## src/rtl/adder_tree_layer.sv

```systemverilog
// ============================================================================
// adder_tree_layer : one pairwise-reduction layer of a binary adder tree
// Rev 1.0 - initial release
// ============================================================================
`default_nettype none

module adder_tree_layer #(
   parameter int INPUTS_AMOUNT  = 2,
   parameter int DATAW          = 5,
   parameter int SIGNED_OPS     = 1,
   parameter int REGISTER_OUT   = 0,
   localparam int OUTPUTS_AMOUNT = (INPUTS_AMOUNT + 1) / 2
) (
   input  logic             clk,
   input  logic             rst,
   input  logic             in_valid,
   input  logic [DATAW-1:0] inputs  [INPUTS_AMOUNT],
   output logic [DATAW:0]   outputs [OUTPUTS_AMOUNT],
   output logic             out_valid
);

   logic [DATAW:0] w_ext [INPUTS_AMOUNT];
   logic [DATAW:0] w_sum [OUTPUTS_AMOUNT];

   if (INPUTS_AMOUNT < 1 || DATAW < 1) begin : g_bad_params
      $error("adder_tree_layer: INPUTS_AMOUNT and DATAW must both be >= 1");
   end

   for (genvar i = 0; i < INPUTS_AMOUNT; i++) begin : g_ext
      if (SIGNED_OPS != 0) begin : g_sext
         assign w_ext[i] = {inputs[i][DATAW-1], inputs[i]};
      end else begin : g_zext
         assign w_ext[i] = {1'b0, inputs[i]};
      end
   end

   // One extra bit of headroom makes every pair sum exact.
   for (genvar k = 0; k < OUTPUTS_AMOUNT; k++) begin : g_pair
      if (2 * k + 1 < INPUTS_AMOUNT) begin : g_add
         assign w_sum[k] = w_ext[2*k] + w_ext[2*k+1];
      end else begin : g_pass
         assign w_sum[k] = w_ext[2*k];
      end
   end

   if (REGISTER_OUT != 0) begin : g_reg
      logic [DATAW:0] r_out [OUTPUTS_AMOUNT];
      logic           r_valid;

      // Output data holds when in_valid is low; only the valid flag drops.
      always_ff @(posedge clk or posedge rst) begin
         if (rst) begin
            r_out   <= '{default: '0};
            r_valid <= 1'b0;
         end else begin
            r_valid <= in_valid;
            if (in_valid) begin
               r_out <= w_sum;
            end
         end
      end

      assign outputs   = r_out;
      assign out_valid = r_valid;
   end else begin : g_comb
      logic w_unused;
      assign w_unused  = clk ^ rst;
      assign outputs   = w_sum;
      assign out_valid = in_valid;
   end

endmodule

`default_nettype wire

```

## config.mk

```make
export PLATFORM = sky130hd
export DESIGN_NAME = adder_tree_layer
export DESIGN_NICKNAME = d
export VERILOG_FILES = /design/src/rtl/adder_tree_layer.sv
export SDC_FILE = /design/constraint.sdc
export NUM_CORES = 1
export LEC_CHECK = 0
export CAP_MARGIN = 0
export CELL_PAD_IN_SITES_DETAIL_PLACEMENT = 1
export CELL_PAD_IN_SITES_GLOBAL_PLACEMENT = 1
export CORE_AREA = 2 2 39 41
export DETAILED_ROUTE_END_ITERATION = 10
export DIE_AREA = 0 0 41 43
export PLACE_DENSITY = 0.64
export SYNTH_ARGS = -nofsm -noshare
export SYNTH_HDL_FRONTEND = slang
export SYNTH_SLANG_ARGS = --single-unit
```

## constraint.sdc

```tcl
create_clock -name vclk -period 2.25
set_input_delay 0.45 -clock vclk [all_inputs]
set_output_delay 0.45 -clock vclk [all_outputs]
set_load 0.005 [all_outputs]
```

Yosys cells after proc, flatten, opt, wreduce, memory -nomap -nowiden

Index checks and enable logic that the tools add are counted.

Output and inout port bits: 7
Flip-flop bits (word level): 0
Memories: 0
Bits of input ports: 13
Bits in writable memories: 0
ROM bits: 0
Bits in latches: 0
Logic and storage cells: 1

Muxes and demuxes: 0
Reductions and logical operators: 0
Div/mod/pow operators: 0
$mul: 0
$add $sub $neg: 1
Shift operators: 0
Order comparisons: 0
Eq/ne operators: 0
Bitwise gates (word level): 0

Operators with widths:

| cell                 | number |
|---|---|
| adder 5 x 5 -> 6 bit | 1 |

Depth between registers and ports, before layout

Depth in word-level cells: 1
Depth in mapped cells: 5
Depth with buffers taken out: 5

Worst setup path before layout

No wires, ideal clock.

Kind: input to output
Start point: input port inputs[0] in the netlist's numbering
End point: output port outputs[4] in the netlist's numbering
Arrival: 1.516 ns
Buffers on the path: 0
Required time: 1.800 ns
Slack: 0.284 ns
Stages: 5
Path through: ha_1 fa_1 a21o_1 a21oi_2 xnor2_1

RTL lines:

| what               | RTL line | text |
|---|---|---|
| start: declaration | 17       | `input logic [DATAW-1:0] inputs [INPUTS_AMOUNT],` |
| end: declaration   | 18       | `output logic [DATAW:0] outputs [OUTPUTS_AMOUNT],` |

==> results.md <==
- Outcome: completed
- Slowest Stage Delay on Critical Path: about 0.45 ns
- Worst relative slew slack: 0.8739
- Fin crit share: 0.9690
- Post-DRT Antenna Nets: 0
- Gr ovfl total: 0
- Cell variety after synth: 12
- Gpl congestion: about 0.57
- Initial Util: 0.1293
- Syn nets: 39
- Total leakage power: 0.0001852 uW
- Rows: 14
- VDD IR max: approximately 0.050 mV
- Cell count along the critical path: 6
- Worst-Margin Slew: approximately 0.19 ns
- Initial antenna violation count: 0
- Final wirelength: approximately 500 um
- Non-filler cells, final: 56
- Sequential element share of the synthesized area: 0
- Hold Vio Cnt, Final: 0
- PD cells: 238.7 nW/um2
- CP Class: in -> out
- Critical path capture point type: output pin
- Setup violations, final: 0
- Core Region: 1384 um2
- Tightest Hold Check Type: in -> out
- Pin count of the biggest net entering global routing: 5
- Die Y-Extent: between 40 and 50 um
- Register Area: 0 um2
- DR vias/cell: 3.821
- Drt pass-1 iters: 4
- Yosys warns: 0
- Fin crit period: around 2.2 ns
- CP max-delay cell: clkdlybuf4s50_1
- Max-slew violations: 0
- Iter 0 DRT Violations: 1
- Critical path buffers and inverters: 2
- Worst Setup EP: outputs[5]
- Type of origin of the critical path: input pin
- DIE AREA: around 1800 um2
- Die width: 41 um
- IO buf count: 16
- Vias: between 200 and 250
- GRT Util Overall: 0.05600
- WL/cell: between 9 and 10 um
- Largest delay contributor family on the critical path: buffers and inverters
- N_diodes: 0
- Number of global-route vias before repair: between 200 and 250
- Most frequent CP cell: o21ai_0
- Syn Area/Cell: about 9 um2
- IO Pins: 20
- Fmax: 0.4587 GHz
- CLK BUF: 0
- Seq cells: 0
- WHS: about 0.9 ns
- Drt drc: 0
- Crit Path Max Fanout: 3
- Final net count: 61
- WP data arrival: ~1.7 ns
- Synthesized cell area: ~180 um2
- Layout cell share with drive strength beyond 1: 0.3750
- Footprint of the multi-input gates: about 200 um2
- Area Growth Syn to Fin: 123.8%
- Unrepaired setup endpoints after global routing: true
- # fillers: 172
- First-pass GRT wire length: between 700 and 800 um
- CP cell instances: clkdlybuf4s50_1 -> ha_4 -> o21ai_0 -> o21ai_1 -> o21ai_0 -> dlygate4sd2_1
- Syn Inst Count: 20
- Placed instance count: 54
- Crit path launch: inputs[3]
- Max-Cap Viols: 0
- Worst EP required: 1.80 ns
- CTS Hold Bufs: 0
## cells by family (layout without fill, tap and decap cells)
| kind of cell | Yosys count | count (layout) | share of synthesized area |
|---|---|---|---|
| xor gates and xnor gates | 3 | 3 | 0.1469 |
| AOI/OAI and AO/OA | 6 | 6 | 0.2447 |
| adders and majority gates | 6 | 6 | 0.4615 |
| and+or+nand+nor | 3 | 3 | 0.08395 |
| buffers and inverters | 2 | 22 | 0.06293 |
## how the worst min path moves through the flow
stage                           end      from  cells past startpoint  slack [ns]
after floorplan           out_valid  in_valid                      1        0.98
after CTS                 out_valid  in_valid                      0        0.90
after global placement    out_valid  in_valid                      0        0.90
after global routing      out_valid  in_valid                      0        0.90
final                     out_valid  in_valid                      0        0.90
after detailed placement  out_valid  in_valid                      0        0.90
## synthesized netlist by cell type
master	n	area share
xnor2_1	1	0.049
nor3b_1	1	0.042
o21ai_0	3	0.084
a21oi_2	1	0.049
a21o_1	1	0.042
xor2_1	2	0.098
ha_1	5	0.35
nor2_1	2	0.042
fa_1	1	0.11
a211oi_2	1	0.070
buf_4	1	0.042
inv_1	1	0.021
## report_power, final
part	internal [uW]	switching [uW]	total [uW]
Clock	0	0	0
Sequential	0	0	0
Combinational	59.8	35.7	95.6
Total	59.8	35.7	95.6
## cell type report
| cell class | instances | area share |
|---|---|---|
| Timing Repair Buffer | 21 | 0.4469 |
| Multi-Input combinational cell | 18 | 0.4938 |
| Inverter | 1 | 0.009375 |
| Tap cell | 16 | 0.05000 |
## through the flow
stage	util	setup TNS, ns	power, uW	cell area [um2]	setup WS, ns
final	0.2893	0	95.55	400.4	0.06976
after detailed placement	0.2703	-2.145	102.6	374.1	-0.6761
after floorplan	-	0	40.60	178.9	0.2842
after CTS	0.2794	-0.007728	94.80	386.6	-0.006945
after global routing	0.2893	-0.009674	107.0	400.4	-0.009674
after global placement	0.2703	-2.154	102.7	374.1	-0.6637
## layer usage
| metal | up-vias | track usage | wire (um) |
|---|---|---|---|
| met4 | 0 | 0 | 0 |
| met3 | 0 | 0 | 47 |
| met5 | - | 0 | 0 |
| li1 | 111 | - | - |
| met2 | 8 | 0.1063 | 273 |
| met1 | 95 | 0.06984 | 189 |
## repair_timing
action,4_1_cts,5_1_grt
endpoints found under the setup margin,5,3
resized for setup,20,8
pin swaps,5,6
buffers inserted,1,1
## cell usage in the layout (no fill, tap or decap)
cell | Yosys | routed
o21ai_0 | 3 | 2
clkdlybuf4s15_1 | 0 | 1
a211oi_2 | 1 | 1
nor3b_1 | 1 | 1
clkbuf_2 | 0 | 2
dlymetal6s2s_1 | 0 | 1
xor2_1 | 2 | 2
buf_4 | 1 | 4
buf_6 | 0 | 1
o21ai_1 | 0 | 1
ha_1 | 5 | 2
inv_1 | 1 | 1
ha_2 | 0 | 1
fa_2 | 0 | 1
dlygate4sd2_1 | 0 | 4
xnor2_1 | 1 | 1
clkdlybuf4s50_1 | 0 | 6
a21o_1 | 1 | 1
nor2_1 | 2 | 2
buf_2 | 0 | 2
a21oi_2 | 1 | 1
ha_4 | 0 | 2
Note: power is estimated with default switching activity, not from simulation.
